[src/rtl/alu3_operand_entry.sv]
// Operand-entry sequencer: debounces key_n and steps through x, y, opcode capture for the 3-bit ALU.
// Optional idle abort in S_Y/S_OP is compiled in with `define ENTRY_TIMEOUT_EN.

module alu3_operand_entry #(
    parameter int unsigned DEBOUNCE_CYCLES = 16,
    parameter int unsigned TIMEOUT_CYCLES  = 64
) (
    input  logic       Clock,
    input  logic       Resetn,
    input  logic       key_n,
    input  logic [2:0] sw,
    input  logic       op_sw,
    output logic [2:0] x,
    output logic [2:0] y,
    output logic       op,
    output logic       load,
    output logic       valid,
    output logic [1:0] phase,
    output logic       timeout
);

    localparam int unsigned DEB_W = $clog2(DEBOUNCE_CYCLES + 1);

    typedef enum logic [1:0] {
        S_X    = 2'b00,
        S_Y    = 2'b01,
        S_OP   = 2'b10,
        S_DONE = 2'b11
    } state_t;

    logic             sync1_q, sync1_d;
    logic             sync2_q, sync2_d;
    logic             key_deb_q, key_deb_d;
    logic [DEB_W-1:0] deb_cnt_q, deb_cnt_d;
    logic             press_q, press_d;
    state_t           state_q, state_d;
    logic [2:0]       x_q, x_d;
    logic [2:0]       y_q, y_d;
    logic             op_q, op_d;
    logic             load_q, load_d;
    logic             valid_q, valid_d;

`ifdef ENTRY_TIMEOUT_EN
    localparam int unsigned IDLE_W = $clog2(TIMEOUT_CYCLES + 1);
    logic [IDLE_W-1:0] idle_q, idle_d;
    logic              timeout_q, timeout_d;
`endif

    always_comb begin
        sync1_d   = key_n;
        sync2_d   = sync1_q;

        // Level flips on the edge that completes DEBOUNCE_CYCLES consecutive differing samples.
        key_deb_d = key_deb_q;
        deb_cnt_d = '0;
        if (sync2_q != key_deb_q) begin
            if (deb_cnt_q == DEB_W'(DEBOUNCE_CYCLES - 1)) begin
                key_deb_d = sync2_q;
            end else begin
                deb_cnt_d = deb_cnt_q + 1'b1;
            end
        end
        press_d   = key_deb_q & ~key_deb_d;

        state_d   = state_q;
        x_d       = x_q;
        y_d       = y_q;
        op_d      = op_q;
        load_d    = 1'b0;
`ifdef ENTRY_TIMEOUT_EN
        idle_d    = '0;
        timeout_d = 1'b0;
`endif
        if (press_q) begin
            unique case (state_q)
                S_X: begin
                    x_d     = sw;
                    state_d = S_Y;
                end
                S_Y: begin
                    y_d     = sw;
                    state_d = S_OP;
                end
                S_OP: begin
                    op_d    = op_sw;
                    load_d  = 1'b1;
                    state_d = S_DONE;
                end
                S_DONE: state_d = S_X;
            endcase
        end
`ifdef ENTRY_TIMEOUT_EN
        else if (state_q == S_Y || state_q == S_OP) begin
            if (idle_q == IDLE_W'(TIMEOUT_CYCLES - 1)) begin
                state_d   = S_X;
                timeout_d = 1'b1;
            end else begin
                idle_d = idle_q + 1'b1;
            end
        end
`endif
        valid_d   = (state_d == S_DONE);
    end

    always_ff @(posedge Clock or negedge Resetn) begin
        if (!Resetn) begin
            sync1_q   <= 1'b1;
            sync2_q   <= 1'b1;
            key_deb_q <= 1'b1;
            deb_cnt_q <= '0;
            press_q   <= 1'b0;
            state_q   <= S_X;
            x_q       <= '0;
            y_q       <= '0;
            op_q      <= 1'b0;
            load_q    <= 1'b0;
            valid_q   <= 1'b0;
`ifdef ENTRY_TIMEOUT_EN
            idle_q    <= '0;
            timeout_q <= 1'b0;
`endif
        end else begin
            sync1_q   <= sync1_d;
            sync2_q   <= sync2_d;
            key_deb_q <= key_deb_d;
            deb_cnt_q <= deb_cnt_d;
            press_q   <= press_d;
            state_q   <= state_d;
            x_q       <= x_d;
            y_q       <= y_d;
            op_q      <= op_d;
            load_q    <= load_d;
            valid_q   <= valid_d;
`ifdef ENTRY_TIMEOUT_EN
            idle_q    <= idle_d;
            timeout_q <= timeout_d;
`endif
        end
    end

    assign x     = x_q;
    assign y     = y_q;
    assign op    = op_q;
    assign load  = load_q;
    assign valid = valid_q;
    assign phase = state_q;

`ifdef ENTRY_TIMEOUT_EN
    assign timeout = timeout_q;
`else
    // Without the idle counter the parameter only needs to stay referenced.
    assign timeout = 1'b0 & (TIMEOUT_CYCLES != 0);
`endif

endmodule

[config.mk]
export PLATFORM = sky130hd
export DESIGN_NAME = alu3_operand_entry
export DESIGN_NICKNAME = d
export VERILOG_FILES = /design/src/rtl/alu3_operand_entry.sv
export SDC_FILE = /design/constraint.sdc
export NUM_CORES = 1
export LEC_CHECK = 0
export ABC_AREA = 1
export CORE_MARGIN = 3
export CORE_UTILIZATION = 45
export CTS_BUF_LIST = sky130_fd_sc_hd__clkbuf_2
export DETAILED_ROUTE_END_ITERATION = 7
export GPL_TIMING_DRIVEN = 0
export PLACE_DENSITY = 0.81
export SYNTH_ARGS = -nofsm -noshare
export SYNTH_HDL_FRONTEND = slang
export SYNTH_SLANG_ARGS = --single-unit
export TNS_END_PERCENT = 100
[constraint.sdc]
create_clock -name Clock -period 1.2 [get_ports Clock]
set_clock_uncertainty 0.1 [all_clocks]
set_input_delay 0.24 -clock Clock [delete_from_list [all_inputs] [get_ports Clock]]
set_output_delay 0.24 -clock Clock [all_outputs]
set_load 0.02 [all_outputs]
Yosys cells after proc, flatten, opt, wreduce, memory -nomap -nowiden

Index checks and enable logic that the tools add are counted.

$add $sub $neg: 1
Equality and inequality tests: 6
Multiplexer cells: 8
Bitwise operators: 2
Reduce and logical (&&, ||, !) cells: 4

Operators with widths:

| operator                                            | count |
|---|---|
| two-way mux 5 bit                                   | 2 |
| case mux 2 bit (4 select lines)                     | 1 |
| equality test 2 bit, second input constant          | 3 |
| AND reduction 2 bit                                 | 3 |
| adder 5 x 1 -> 5 bit, second input constant         | 1 |
| equality test 5 x 4 -> 1 bit, second input constant | 1 |
| two-way mux 1 bit                                   | 4 |
| equality test 2 x 1 -> 1 bit, second input constant | 1 |
| logical NOT 2 bit                                   | 1 |
| two-way mux 2 bit                                   | 1 |
| bitwise AND 1 bit                                   | 1 |
| != test 1 bit                                       | 1 |
| inverter 1 bit                                      | 1 |

Register bits after elaboration: 20
Input port bits: 7
Output and inout port bits: 12
Word-level logic and storage cells: 32

Longest topological paths before layout

Depth in word-level cells: 5
Gate-level depth with buffers: 6
Mapped depth without buffers: 6

Least setup slack after synthesis

Ideal clock, no wire load.

Path type: reg-to-reg
Start: register state_q[0] (netlist: phase[0])
End: register state_q[1] (netlist: phase[1])
Library setup time: 128 ps
Arrival time: 1098 ps
Data required time: 972 ps
Setup slack: -126 ps
Stages on the path, launching flop included: 7
Buffers on the path: 0
Path through: dfrtp_1 inv_1 ha_1 inv_1 nand2_1 o21ai_0 inv_1

Word-level cells in the longest chain between the ends: 3

Ends and longest elaborated chain:

| item                                              | line | text |
|---|---|---|
| from (decl)                                       | 36   | `state_t state_q, state_d;` |
| from (signal assigned)                            | 128  | `state_q <= state_d;` |
| equality test 2 bit, or another cell as far along | 75   | `unique case (state_q)` |
| case mux 2 bit (4 select lines) (*)               | 75   |  |
| two-way mux 2 bit (*)                             | 74   | `if (press_q) begin` |
| named net state_d[1]                              | 36   |  |

Mark *: on every way through the listed nets, which the timed path passes. The rest lies on a longest branch.
A chain may end at the register's enable or synchronous reset.

Final worst setup path

Start: register state_q[1] (netlist: phase[1])
End: register state_q[1] (netlist: phase[1])

Word-level cells in the longest chain between the ends: 3

Ends and longest elaborated chain:

| item                                              | line |
|---|---|
| equality test 2 bit, or another cell as far along | 75 |
| case mux 2 bit (4 select lines)                   | 75 |
| two-way mux 2 bit (*)                             | 74 |
| named net state_d[1]                              | 36 |

Marked as above.

==> out/metrics.yaml <==
crit_family: "flip-flops"
cp_data_required_time_ns: 1.34
end_kind: "flop"
clockBufferDepth: 2
routed.top_layer: "met4"
die_h_um: 48.81
cp.arrival_ns: 1.43
dieArea_um2: 2382
final_common_cell: "nand2_1"
ys_warn_count: 0
syn_to_final_growth_pct: 48.56
final_cell_mix: "17 x nand2_1, 15 x dfrtp_1, 13 x buf_6"
wl_met1_um: 670
cp_max_fo: 3
ir_drop_mv: 0.7349
clk_latency_ns: 0.33
wl_met3_um: 68
hpwl_mm: 1.023
layout.nets: 128
cts-buffers-inserted: 3
setup_tns_ns: -0.5997
wirelength_mm: 1.636
num_vias: 639
grt_max_degree: 21
finalHoldViolations: 0
ys_seq_area_share_pct: 61.15
max_cap_viol_count: 0
netlist_instances: 86
gp_congestion: 0.7624
cts-root-buf: "clkbuf_2"
p_leak_nw: 0.6239
final_max_slew_viol_count: 0
period_share_pct: 106.9
vias_per_cell: 4.564
wl_met2_um: 858
critPathKind: "reg2reg"
violations: "negative setup slack"
cts_tree: "done"
rows: 14
cts_num_sinks: 20
period_minus_slack_ns: 1.283
critPathMaxStageDelay_ns: 0.47
grt_remaining_overflow: 0
ios: 19
initial_utilization_pct: 51.16
antennaDiodeCount: 0
fp.coreArea_um2: 1612
slew_headroom_pct: 43.50
syn_avg_cell_area_um2: 9.588
htreeDepth: 1
post_drt_wl_per_cell_um: 11.69
grt_pass1_vias: 557
drt_iter0_drc: 8
dieWidth_um: 48.81
worstSetupStartpointType: "flop"
synthesis.nets: 97
cp_slowest_cell: "dfrtp_2"
antenna_left: 0
final_util_pct: 76.01
antenna_found_initial: 0
synth_area_um2: 824.5
hold_path.class: "in2reg"
grtUsageTotal_pct: 14.06
yosysUniqueCellTypes: 16
clkTransAtPathRegs_ns: 0.19
path_cells: "buf_6 -> inv_6 -> ha_4 -> inv_2 -> nand2_2 -> o21ai_2 -> inv_1"
synth-seq-cells: 20
setup_viol: 14
drtPass1Iterations: 4
grt_pass1_wl_mm: 2.504
fin_ws_ns: -0.08282
timing.fmax_mhz: 779.5
drive_above_1_share_pct: 42.24
drt_drc_violations_left: 0
port-buffer-count: 17
powerDensity_nw_per_um2: 869.0
critPathBufInv: 4
status: "finished with violations"
rsz0062_at_grt: "yes"
tightest_slew_ns: 0.8448
-- state kept, by name (all words and copies together), names as in the netlist --
| name | flops |
|---|---|
| deb_cnt_q | 5 |
| key_deb_q | 1 |
| load | 1 |
| op | 1 |
| phase | 2 |
| press_q | 1 |
| sync1_q | 1 |
| sync2_q | 1 |
| valid | 1 |
| x | 3 |
| y | 3 |
-- cells by family after synthesis --
family / after synthesis / share of synthesized area [%]
AO/OA/AOI/OAI: 8 / 5.311
XOR/XNOR: 1 / 1.062
flip-flops: 20 / 61.15
buffers and inverters: 15 / 7.284
other: 1 / 0.4548
AND/OR/NAND/NOR: 37 / 18.66
adder cells (fa/ha/maj): 4 / 6.070
-- routing by layer --
metal  GRT usage [%]  vias to the layer above
li1                -                      319
met1           17.80                      301
met2           21.95                       14
met3           2.141                        5
met4           9.953                        0
met5               0                        -
-- stage by stage --
step	setup slack [ns]	total power, mW	hold slack [ns]	std cells	instance area [um^2]
after floorplan	0.008777	0.7351	-0.1556	86	830.8
after global placement	-0.2989	0.7708	0.2462	127	1031
after detailed placement	-0.2974	0.7726	0.2494	127	1031
after CTS	-0.07463	1.064	0.1904	134	1115
after global routing	-0.1309	1.122	0.1806	140	1225
final	-0.08282	1.064	0.2065	140	1225
-- power breakdown --
group	total, mW	switching (mW)	internal (mW)
clock network	0.292	0.203	0.0882
logic	0.0740	0.0347	0.0393
registers	0.699	0.00981	0.689
-- final timing paths --
check	endpoint	start	slack, ns	cells past startpoint
max	phase[1]	phase[1]	-0.08	7
min	sync1_q	key_n	0.21	1
max reg2reg	phase[1]	phase[1]	-0.08	7
min reg2reg	sync2_q	sync1_q	0.27	0
max in group asynchronous	phase[1]	Resetn	0.17	1
min in group asynchronous	y[1]	Resetn	0.26	1
-- cell usage after synthesis --
| library cell | count | area (um^2) |
|---|---|---|
| a21oi_2 | 1 | 8.760 |
| buf_4 | 1 | 7.510 |
| conb_1 | 1 | 3.750 |
| dfrtp_1 | 17 | 425.4 |
| dfstp_2 | 3 | 78.83 |
| ha_1 | 4 | 50.05 |
| inv_1 | 14 | 52.55 |
| nand2_1 | 23 | 86.33 |
| nand2_2 | 2 | 12.51 |
| nand3_1 | 2 | 10.01 |
| nand4_1 | 2 | 12.51 |
| nor2_1 | 7 | 26.28 |
| o21ai_0 | 1 | 5.000 |
| o21ai_1 | 6 | 30.03 |
| or2_1 | 1 | 6.260 |
| xnor2_1 | 1 | 8.760 |
-- timing repair --
item                       in CTS  in global routing
setup buffers                   3                  6
hold buffers                    0                  0
pin swaps                       0                  4
hold endpoints to repair        0                  0
setup endpoints to repair      12                 23
resized for setup              74                 18
-- area by class of cell --
| cell class | count | area [um^2] |
|---|---|---|
| Clock buffer | 4 | 20.02 |
| Fill cell | 112 | 386.6 |
| Sequential cell | 20 | 506.7 |
| Buffer | 1 | 7.507 |
| Timing Repair Buffer | 26 | 259.0 |
| Multi-Input combinational cell | 51 | 336.6 |
| Inverter | 14 | 65.06 |
| Tap cell | 24 | 30.03 |
Power figures use the tool's default switching activity.
